**src/rtl/clk_hub_div_if.sv**
```systemverilog
// clk_hub_div_if: bundle of the eight divided clock outputs of the hub
interface clk_hub_div_if;
  logic clk_hub_5MHz;
  logic clk_hub_1MHz;
  logic clk_hub_100kHz;
  logic clk_hub_10kHz;
  logic clk_hub_1kHz;
  logic clk_hub_100Hz;
  logic clk_hub_10Hz;
  logic clk_hub_1Hz;
  modport master (
    output clk_hub_5MHz, clk_hub_1MHz, clk_hub_100kHz, clk_hub_10kHz,
           clk_hub_1kHz, clk_hub_100Hz, clk_hub_10Hz, clk_hub_1Hz
  );
  modport slave (
    input clk_hub_5MHz, clk_hub_1MHz, clk_hub_100kHz, clk_hub_10kHz,
          clk_hub_1kHz, clk_hub_100Hz, clk_hub_10Hz, clk_hub_1Hz
  );
endinterface

```
**src/rtl/clk_hub_div.sv**
```systemverilog
// clk_hub_div: eight independent 50%-duty divided clocks, each driven straight from a flop
module clk_hub_div #(
  parameter int CLK_IN_HZ = 50_000_000
) (
  input  logic         clk_hub_50MHz,
  input  logic         clk_hub_rst_n,
  clk_hub_div_if.master hub
);
  localparam int FREQ [8] = '{5_000_000, 1_000_000, 100_000, 10_000, 1_000, 100, 10, 1};
  logic [7:0] clk_o;
  genvar g;
  for (g = 0; g < 8; g++) begin : g_div
    localparam int HALF = CLK_IN_HZ / (2 * FREQ[g]);
    localparam int W = HALF > 1 ? $clog2(HALF) : 1;
    logic [W-1:0] cnt_q, cnt_d;
    logic         out_q, tgl;
    // wrap the half-period counter and flag the toggle point
    always_comb begin
      tgl   = cnt_q == W'(HALF - 1);
      cnt_d = tgl ? '0 : cnt_q + 1'b1;
    end
    // counter and output flop; reset clears both without waiting for a clock
    always_ff @(posedge clk_hub_50MHz or negedge clk_hub_rst_n) begin
      if (!clk_hub_rst_n) begin
        cnt_q <= '0;
        out_q <= 1'b0;
      end else begin
        cnt_q <= cnt_d;
        out_q <= out_q ^ tgl;
      end
    end
    assign clk_o[g] = out_q;
  end
  assign hub.clk_hub_5MHz   = clk_o[0];
  assign hub.clk_hub_1MHz   = clk_o[1];
  assign hub.clk_hub_100kHz = clk_o[2];
  assign hub.clk_hub_10kHz  = clk_o[3];
  assign hub.clk_hub_1kHz   = clk_o[4];
  assign hub.clk_hub_100Hz  = clk_o[5];
  assign hub.clk_hub_10Hz   = clk_o[6];
  assign hub.clk_hub_1Hz    = clk_o[7];
endmodule

```
**src/flat_wrapper.sv**
```systemverilog
// flat-port wrapper written by rule: the top's interface ports become plain ports
module clk_hub_div_flat 
#(
  parameter int CLK_IN_HZ = 50_000_000
)
  (clk_hub_50MHz, clk_hub_rst_n, hub_clk_hub_5MHz, hub_clk_hub_1MHz, hub_clk_hub_100kHz, hub_clk_hub_10kHz, hub_clk_hub_1kHz, hub_clk_hub_100Hz, hub_clk_hub_10Hz, hub_clk_hub_1Hz);
  clk_hub_div_if hub_i ();
  input  logic clk_hub_50MHz;
  input  logic clk_hub_rst_n;
  output wire logic [$bits(hub_i.clk_hub_5MHz)-1:0] hub_clk_hub_5MHz;
  output wire logic [$bits(hub_i.clk_hub_1MHz)-1:0] hub_clk_hub_1MHz;
  output wire logic [$bits(hub_i.clk_hub_100kHz)-1:0] hub_clk_hub_100kHz;
  output wire logic [$bits(hub_i.clk_hub_10kHz)-1:0] hub_clk_hub_10kHz;
  output wire logic [$bits(hub_i.clk_hub_1kHz)-1:0] hub_clk_hub_1kHz;
  output wire logic [$bits(hub_i.clk_hub_100Hz)-1:0] hub_clk_hub_100Hz;
  output wire logic [$bits(hub_i.clk_hub_10Hz)-1:0] hub_clk_hub_10Hz;
  output wire logic [$bits(hub_i.clk_hub_1Hz)-1:0] hub_clk_hub_1Hz;
  assign hub_clk_hub_5MHz = hub_i.clk_hub_5MHz;
  assign hub_clk_hub_1MHz = hub_i.clk_hub_1MHz;
  assign hub_clk_hub_100kHz = hub_i.clk_hub_100kHz;
  assign hub_clk_hub_10kHz = hub_i.clk_hub_10kHz;
  assign hub_clk_hub_1kHz = hub_i.clk_hub_1kHz;
  assign hub_clk_hub_100Hz = hub_i.clk_hub_100Hz;
  assign hub_clk_hub_10Hz = hub_i.clk_hub_10Hz;
  assign hub_clk_hub_1Hz = hub_i.clk_hub_1Hz;
  clk_hub_div #(.CLK_IN_HZ(CLK_IN_HZ)) u_core (.clk_hub_50MHz(clk_hub_50MHz), .clk_hub_rst_n(clk_hub_rst_n), .hub(hub_i));
endmodule
```
**config.mk**
```make
export PLATFORM = sky130hd
export DESIGN_NAME = clk_hub_div_flat
export DESIGN_NICKNAME = d
export VERILOG_FILES = /design/src/rtl/clk_hub_div_if.sv /design/src/rtl/clk_hub_div.sv /design/src/flat_wrapper.sv
export SDC_FILE = /design/constraint.sdc
export NUM_CORES = 1
export LEC_CHECK = 0
export CORE_UTILIZATION = 66
export DETAILED_ROUTE_END_ITERATION = 12
export GPL_TIMING_DRIVEN = 0
export HOLD_SLACK_MARGIN = 0.03
export PLACE_DENSITY_LB_ADDON = 0.25
export SYNTH_ARGS = -nofsm -noshare
export SYNTH_HDL_FRONTEND = slang
export SYNTH_SLANG_ARGS = --single-unit
```
**constraint.sdc**
```tcl
create_clock -name clk_hub_50MHz -period 4.2 [get_ports clk_hub_50MHz]
set_input_delay 0.42 -clock clk_hub_50MHz [delete_from_list [all_inputs] [get_ports clk_hub_50MHz]]
set_output_delay 0.42 -clock clk_hub_50MHz [all_outputs]
set_load 0.03 [all_outputs]
```
# Word level (Yosys, flattened, before mapping)
# Index checks and enable logic that the tools add are counted.
# totals
register_bits	116
in_bits	2
output_inout_bits	8
wordCells	48
# op_classes
add_sub_neg	8
eq_ne	8
muxes	8
bitwise_logic	8
# ops
operator	count
25-bit by 1-bit adder with 25-bit output (second input constant)	1
25-bit == test (second input constant)	1
25-bit two-way mux	1
22-bit by 1-bit adder with 22-bit output (second input constant)	1
22-bit == test (second input constant)	1
22-bit two-way mux	1
18-bit by 1-bit adder with 18-bit output (second input constant)	1
18-bit == test (second input constant)	1
18-bit two-way mux	1
15-bit by 1-bit adder with 15-bit output (second input constant)	1
15-bit == test (second input constant)	1
15-bit two-way mux	1
12-bit by 1-bit adder with 12-bit output (second input constant)	1
12-bit == test (second input constant)	1
12-bit two-way mux	1
8-bit by 1-bit adder with 8-bit output (second input constant)	1
8-bit == test (second input constant)	1
8-bit two-way mux	1
1-bit bitwise XOR	8
5-bit by 1-bit adder with 5-bit output (second input constant)	1
5-bit == test (second input constant)	1
5-bit two-way mux	1
3-bit by 1-bit adder with 3-bit output (second input constant)	1
3-bit == test (second input constant)	1
3-bit two-way mux	1

# Longest topological paths before layout
# Gate-level depths: netlist (run 1).
# logic_depth
depth_word	2
depth_mapped	6
mapped_depth_nobuf	6

# Least setup slack after synthesis (run 1)
# OpenSTA, ideal clock, no wires.
# synth_path
path_kind	register -> register
startpoint	reg u_core.g_div[6].cnt_q[0]
endpoint	reg u_core.g_div[6].cnt_q[20]
setup_ps	127
arrival_time_ps	1488
required_time_ps	4073
slack_ps	2585
stages_incl_launch_ff	7
path_buffers	0
period_less_slack_ps	1615
cell_sequence	dfrtp_1 > ha_1 > and4_4 > nand3_2 > nor3_2 > nand4_1 > mux2_1
# synth_via
elab_chain_len	2
# synth_rtl
element	line_no	rtl
from (decl)	clk_hub_div.sv:15	logic [W-1:0] cnt_q, cnt_d;
from (signal assigned)	clk_hub_div.sv:28	cnt_q <= cnt_d;
22-bit by 1-bit adder with 22-bit output or 22-bit == test (tied branches)	clk_hub_div.sv:20, clk_hub_div.sv:19	
22-bit two-way mux *	clk_hub_div.sv:20	cnt_d = tgl ? '0 : cnt_q + 1'b1;
net u_core.g_div[6].cnt_d[20]	clk_hub_div.sv:15	
# The timed path passes the listed nets; every way through them passes the cells marked *.

# Worst setup path after layout (run 1)
# layout_path
startpoint	reg u_core.g_div[6].out_q (netlist: u_core.hub.clk_hub_10Hz)
endpoint	out hub_clk_hub_10Hz
# layout_lines
element	line_no	rtl
from (decl)	clk_hub_div.sv:16	logic out_q, tgl;
from (signal assigned)	clk_hub_div.sv:29	out_q <= out_q ^ tgl;
to (decl)	flat_wrapper.sv:16	output wire logic [$bits(hub_i.clk_hub_10Hz)-1:0] hub_clk_hub_10Hz;
# No word-level cell between the ends.

==> results of run 1 <==
stage by stage:
step	cell area (um2)	cells
3_5_place_dp	5540	602
4_1_cts	6150	635
2_1_floorplan	5300	490
3_3_place_gp	5510	601
6_report	6150	635
5_1_grt	6150	635
worst register-to-register path: stages, from the launching register on:
cell and delay (ns):
dfrtp_1 0.41, ha_1 0.26, nand2_1 0.13, nor4_4 0.43, nand3_1 0.23, mux2i_1 0.25, nor3_1 0.08
layout by cell type, fill, tap and decap left out, types with 2 or more instances in the layout:
cell type,instances
nor2b_1,7
nand3_1,45
nand3_2,3
nand2_1,32
clkinvlp_4,2
and3_4,2
bufinv_16,4
and2_1,3
inv_1,12
buf_2,4
and3_1,18
clkbuf_1,5
mux2i_1,3
nor3_1,9
clkbuf_16,16
nor2_1,69
or3_1,3
dfrtp_1,116
clkbuf_8,2
xnor2_1,37
xor2_1,50
clkdlybuf4s50_1,8
a21oi_1,5
nor4b_1,3
clkinv_2,4
ha_1,11
o21ai_0,9
nor3_2,5
nand4_1,15
nor4_1,6
synth_stat cells, types with 4 or more instances:
library cell / instances / area (um2)
nor4_1: 6 / 37.5
nand4_1: 15 / 93.8
nand3_1: 45 / 225
and3_1: 18 / 113
nor3_1: 9 / 45.0
ha_1: 11 / 138
nor2_1: 69 / 259
o21ai_0: 9 / 45.0
nor2b_1: 7 / 43.8
xnor2_1: 37 / 324
nor3_2: 5 / 50.1
nand2_1: 32 / 120
dfrtp_1: 116 / 2900
xor2_1: 50 / 438
inv_1: 12 / 45.0
a21oi_1: 5 / 25.0
buf_2: 4 / 20.0
power by group through the flow:
stage | sequential [mW] | clock (mW) | combinational, mW
floorplan | 1.14 | 0 | 0.00000103
global placement | 1.14 | 0 | 0.0223
detailed placement | 1.14 | 0 | 0.0259
CTS | 1.12 | 1.47 | 0.0265
global route | 1.12 | 1.52 | 0.0298
finish | 1.12 | 1.46 | 0.0248
layer usage:
metal,routed length (um),vias to the layer above,share of wire,global-route usage
met4,212,0,0.021,0.120
met3,317,28,0.031,0.0637
met1,4250,1843,0.42,0.334
li1,-,1736,-,-
met5,0,-,0,0
met2,5320,65,0.53,0.464
path summary, 6_finish.rpt:
| kind | startpoint | to | slack, ns | cells after the start |
|---|---|---|---|---|
| max | u_core.hub.clk_hub_10Hz | hub_clk_hub_10Hz | 2.22 | 1 |
| max in group asynchronous | clk_hub_rst_n | u_core.g_div[6].cnt_q[0] | 3.01 | 3 |
| min reg2reg | u_core.hub.clk_hub_1MHz | u_core.hub.clk_hub_1MHz | 0.46 | 1 |
| max reg2reg | u_core.g_div[7].cnt_q[0] | u_core.g_div[7].cnt_q[18] | 2.27 | 6 |
| min in group clk_hub_50MHz | u_core.hub.clk_hub_1MHz | u_core.hub.clk_hub_1MHz | 0.46 | 1 |
| min | clk_hub_rst_n | u_core.g_div[0].cnt_q[0] | 0.45 | 2 |
cells by family after synthesis:
logic type,synth area share
and+or+nand+nor,0.239
DFF,0.548
xor gates and xnor gates,0.144
AOI/OAI and AO/OA,0.0206
buffers and inverters,0.0130
adders and majority gates,0.0260
muxes,0.00992
registers in the layout, summed over array words and instances (netlist names):
name,cells
u_core.g_div.cnt_q,108
u_core.hub.clk_hub_100Hz,1
u_core.hub.clk_hub_100kHz,1
u_core.hub.clk_hub_10Hz,1
u_core.hub.clk_hub_10kHz,1
u_core.hub.clk_hub_1Hz,1
u_core.hub.clk_hub_1MHz,1
u_core.hub.clk_hub_1kHz,1
u_core.hub.clk_hub_5MHz,1
layout make-up:
cell class,instances,area (um2),share of cell area
buffer,5,23.8,0.00387
clock buffer,22,443,0.0721
clock inverter,10,155,0.0252
inverter,12,45.0,0.00733
multi-input combinational,357,2320,0.378
sequential,116,2900,0.472
tap,102,128,0.0208
timing repair buffer,11,125,0.0204
==> impl_metrics.toml, run 1 <==
[clocking]
ctsHoldBuffers = 1
cts_tree = "built"
ctsResizeCount = 0
cts_buffers = 17
postCtsSetupBuffers = 0
cts.clk_slew.worst_paths_ns = 0.06
ctsHtreeMaxLevel = 4
clock_latency_ns = 0.51
root_buffer = "clkbuf_8"
cts.sinks = 116
cts_buffer_depth = 2

[sta]
post-route-min-period_ns = 1.98
max-slew-margin-rel = 0.608
final_hold_viol_count = 0
setup_viol = 0
slew_violations = 0
tns_ns = 0
fmax_mhz = 505
worst_pin_slew_ns = 0.588
setup_ws_ns = 2.22
skew_ns = 0.00772
period_share = 0.472
rsz0062_at_grt = "false"
whs_ns = 0.450

[placement]
pre_cts_ws_ns = 2.33
place_congestion = 0.824
hpwl_um = 6090
io_buffers = 9

[job]
maxCapViolations = 0

[floorplanning]
die_w_um = 91.6
io_pins = 10
core_area_um2 = 7730
initial_core_util = 0.685
dieHeight_um = 91.6
die-area_um2 = 8390
rows = 32

[power]
p_comb_frac = 0.010
power.internal_mw = 2.10
finalPower_mw = 2.60
netSwitchingPower_mw = 0.505
p_leak_nw = 2.88
power_density_nw_per_um2 = 423
pwr-share-seq = 0.430
swShare = 0.194
clkPwrFrac = 0.560
irDropWorstVdd_uv = 377

[layout]
area_growth_pct = 16.1
finish.utilization = 0.795
layout.nets = 533
drive_gt1_frac = 0.105
insertedDiodeCount = 0
n_fill_cell = 458

[yosys]
synth_area_um2 = 5300
synth-edff-count = 0
ys_ff_latch = 116
synth_cell_types = 46
synthesis.nets = 503
ys.flop_type = "dfrtp_1"
synth_seq_area_share = 0.548
syn_inst = 490
ys_warn_count = 0
avgSynthCellArea_um2 = 10.8
synthArstFlopShare = 1.00

[drt]
ant_nets = 0
vias = 3672
wl_um = 10100
wl_per_cell_um = 15.9
route.detailed.drc = 0
vias_per_cell = 5.78
drt-initial-drc-count = 135
drt_pre_antenna_iters = 4

[global_route]
grt_usage = 0.273
grt_pass1_wl_um = 17700
grt_max_degree = 72
antenna_found_initial = 0
gr-total-overflow = 0
grt_pass1_vias = 3832

[critical_path]
worstPathRequired_ns = 3.78
crit_fanout = 2
path_cells = "clkdlybuf4s50_1"
arrival_ns = 1.56
critical_path_class = "flop to output pin"
slowest_stage = "clkdlybuf4s50_1"
start_kind = "flop"
end_kind = "output pin"
worst-path-buf-inv = 1
cp_top_family = "buffers and inverters"
max_stage_delay_ns = 0.69

[hold_path]
hold_class = "input pin to asynchronous set/reset pin"

[run_status]
status = "finished clean"
No activity file was read; power rests on OpenSTA's default activity.
==> inputs of run 2 (changes only) <==
--- a/config.mk
+++ b/config.mk
@@ -5,7 +5,7 @@
 export SDC_FILE = /design/constraint.sdc
 export NUM_CORES = 1
 export LEC_CHECK = 0
-export CORE_UTILIZATION = 66
+export CORE_UTILIZATION = 62
 export DETAILED_ROUTE_END_ITERATION = 12
 export GPL_TIMING_DRIVEN = 0
 export HOLD_SLACK_MARGIN = 0.03
==> constraint.sdc (replaced) <==
create_clock -name clk_hub_50MHz -period 1.9 [get_ports clk_hub_50MHz]
set_input_delay 0.19 -clock clk_hub_50MHz [delete_from_list [all_inputs] [get_ports clk_hub_50MHz]]
set_output_delay 0.19 -clock clk_hub_50MHz [all_outputs]
set_load 0.03 [all_outputs]
==> run 2 against run 1 <==
Against the previous run: non-clock buffer count rose by 3; setup slack got worse by 2.1 ns; design area rose by 0.92%; core utilization fell by 4.4 points; critical path depth did not move; register-to-register slack got worse by 2.1 ns; sequential share of layout area fell by 0.43 points; die area rose by 6.3%; wire length fell by 2.4%; first-iteration DRC count rose by 21%; largest cell class unchanged.
==> impl_metrics.toml, run 2 (synthesis results as in run 1) <==
[layout]
multi_input_area_um2 = 2340
drive_gt1_frac = 0.119
layout_common_cells = "dfrtp_1 (116), nor2_1 (69), xor2_1 (50), nand3_1 (45), xnor2_1 (37)"
final_common_cell = "dfrtp_1"
regMostFlops = "u_core.g_div.cnt_q"
seq_area_um2 = 2900
largest_register_ffs = 108
n_fill_cell = 534
area_growth_pct = 17.1
insertedDiodeCount = 0
layout.nets = 536

[floorplanning]
dieHeight_um = 94.4
die-area_um2 = 8920
rows = 33
initial_core_util = 0.641
die_w_um = 94.4
io_pins = 10
core_area_um2 = 8260

[clocking]
cts_buffer_depth = 2
cts_buffers = 17
root_buffer = "clkbuf_8"
clock_latency_ns = 0.51
ctsHtreeMaxLevel = 4
cts_tree = "built"
cts.clk_slew.worst_paths_ns = 0.06
cts.sinks = 116

[power]
clkPwrFrac = 0.564
swShare = 0.203
power.internal_mw = 4.62
power_density_nw_per_um2 = 933
irDropWorstVdd_uv = 705
p_leak_nw = 2.90
netSwitchingPower_mw = 1.17
pwr-share-seq = 0.427
p_comb_frac = 0.010

[global_route]
grt_usage = 0.249
grt_max_degree = 65
antenna_found_initial = 0
gr-total-overflow = 0
grt_pass1_vias = 3604
grt_pass1_wl_um = 16900

[critical_path]
arrival_ns = 1.56
max_stage_delay_ns = 0.68
critical_path_class = "flop to output pin"
start_kind = "flop"
cp_top_family = "buffers and inverters"
slowest_stage = "clkdlybuf4s50_1"
worstPathRequired_ns = 1.71
path_depth = 1
r2r_end = "u_core.g_div[7].cnt_q[21]"
crit_fanout = 2
worst-path-buf-inv = 1
rr_worst_depth = 5
end_kind = "output pin"
path_cells = "clkdlybuf4s50_1"
r2r_start = "u_core.g_div[7].cnt_q[17]"
reg2reg_slack_ns = 0.15

[sta]
fmax_mhz = 571
final_hold_viol_count = 0
post-route-min-period_ns = 1.75
tns_ns = 0
slew_violations = 0
skew_ns = 0.0155
setup_viol = 0
max-slew-margin-rel = 0.543
period_share = 0.922
setup_ws_ns = 0.147
worst_pin_slew_ns = 0.685

[drt]
drt_pre_antenna_iters = 5
vias = 3697
ant_nets = 0
wl_per_cell_um = 15.4
route.detailed.drc = 0
vias_per_cell = 5.77
wl_um = 9860
drt-initial-drc-count = 164

[placement]
hpwl_um = 5810
pre_cts_ws_ns = 0.130
place_congestion = 0.845
io_buffers = 9

[job]
maxCapViolations = 0

[run_status]
status = "finished clean"

[hold_path]
hold_class = "input pin to asynchronous set/reset pin"
## run 2: cell count changes in the layout (fill, tap and decap cells not counted), moves of 2 or more
| cell | delta |
|---|---|
| buf_4 | +3 |
| clkbuf_1 | -4 |
| clkbuf_8 | +3 |
| clkinv_2 | -2 |
| clkinvlp_4 | +2 |
## run 2: metal layers
layer	vias to the layer above	global-route usage	part of all wire	wire [um]
li1	1739	-	-	-
met1	1866	0.317	0.44	4340
met2	80	0.414	0.51	5050
met3	12	0.0644	0.037	365
met4	0	0.0885	0.010	103
met5	-	0	0	0
## run 2: repair_timing
| action | in CTS | in global routing |
|---|---|---|
| gates resized for setup | 0 | 2 |
| hold endpoints to repair | 52 | 0 |
| hold buffers | 1 | 0 |
| setup buffers | 0 | 3 |
| endpoints found under the setup margin | 0 | 12 |
## run 2: through the flow
stage	instances	power, mW	util	hold WS, ns	instance area [um2]
6_report	641	5.79	0.751	0.273	6200
5_1_grt	641	5.97	0.751	0.344	6200
4_1_cts	638	5.84	0.747	0.290	6170
3_5_place_dp	605	2.57	0.671	0.281	5540
3_3_place_gp	604	2.57	0.668	0.446	5520
2_1_floorplan	490	2.52	-	-0.106	5300
## run 2: power groups by stage
stage | Sequential [mW] | Clock [mW] | Combinational (mW)
final | 2.47 | 3.26 | 0.0552
after global routing | 2.47 | 3.44 | 0.0664
after CTS | 2.47 | 3.31 | 0.0591
after detailed placement | 2.52 | 0 | 0.0576
after global placement | 2.52 | 0 | 0.0500
after floorplan | 2.52 | 0 | 0.00000103
## run 2: layout make-up
class | instances | area share
inverter | 12 | 0.00726
sequential | 116 | 0.468
clock buffer | 21 | 0.0756
buffer | 5 | 0.00383
multi-input combinational | 357 | 0.377
timing repair buffer | 14 | 0.0238
tap | 105 | 0.0212
clock inverter | 11 | 0.0238
## run 2: how the worst max path moves through the flow
stage	start	end
floorplan	u_core.g_div[6].cnt_q[0]	u_core.g_div[6].cnt_q[20]
global placement	clk_hub_rst_n	u_core.g_div[5].cnt_q[16]
detailed placement	u_core.g_div[7].cnt_q[0]	u_core.g_div[7].cnt_q[18]
CTS	u_core.g_div[7].cnt_q[17]	u_core.g_div[7].cnt_q[21]
global route	u_core.g_div[7].cnt_q[17]	u_core.g_div[7].cnt_q[21]
finish	u_core.hub.clk_hub_10Hz	hub_clk_hub_10Hz
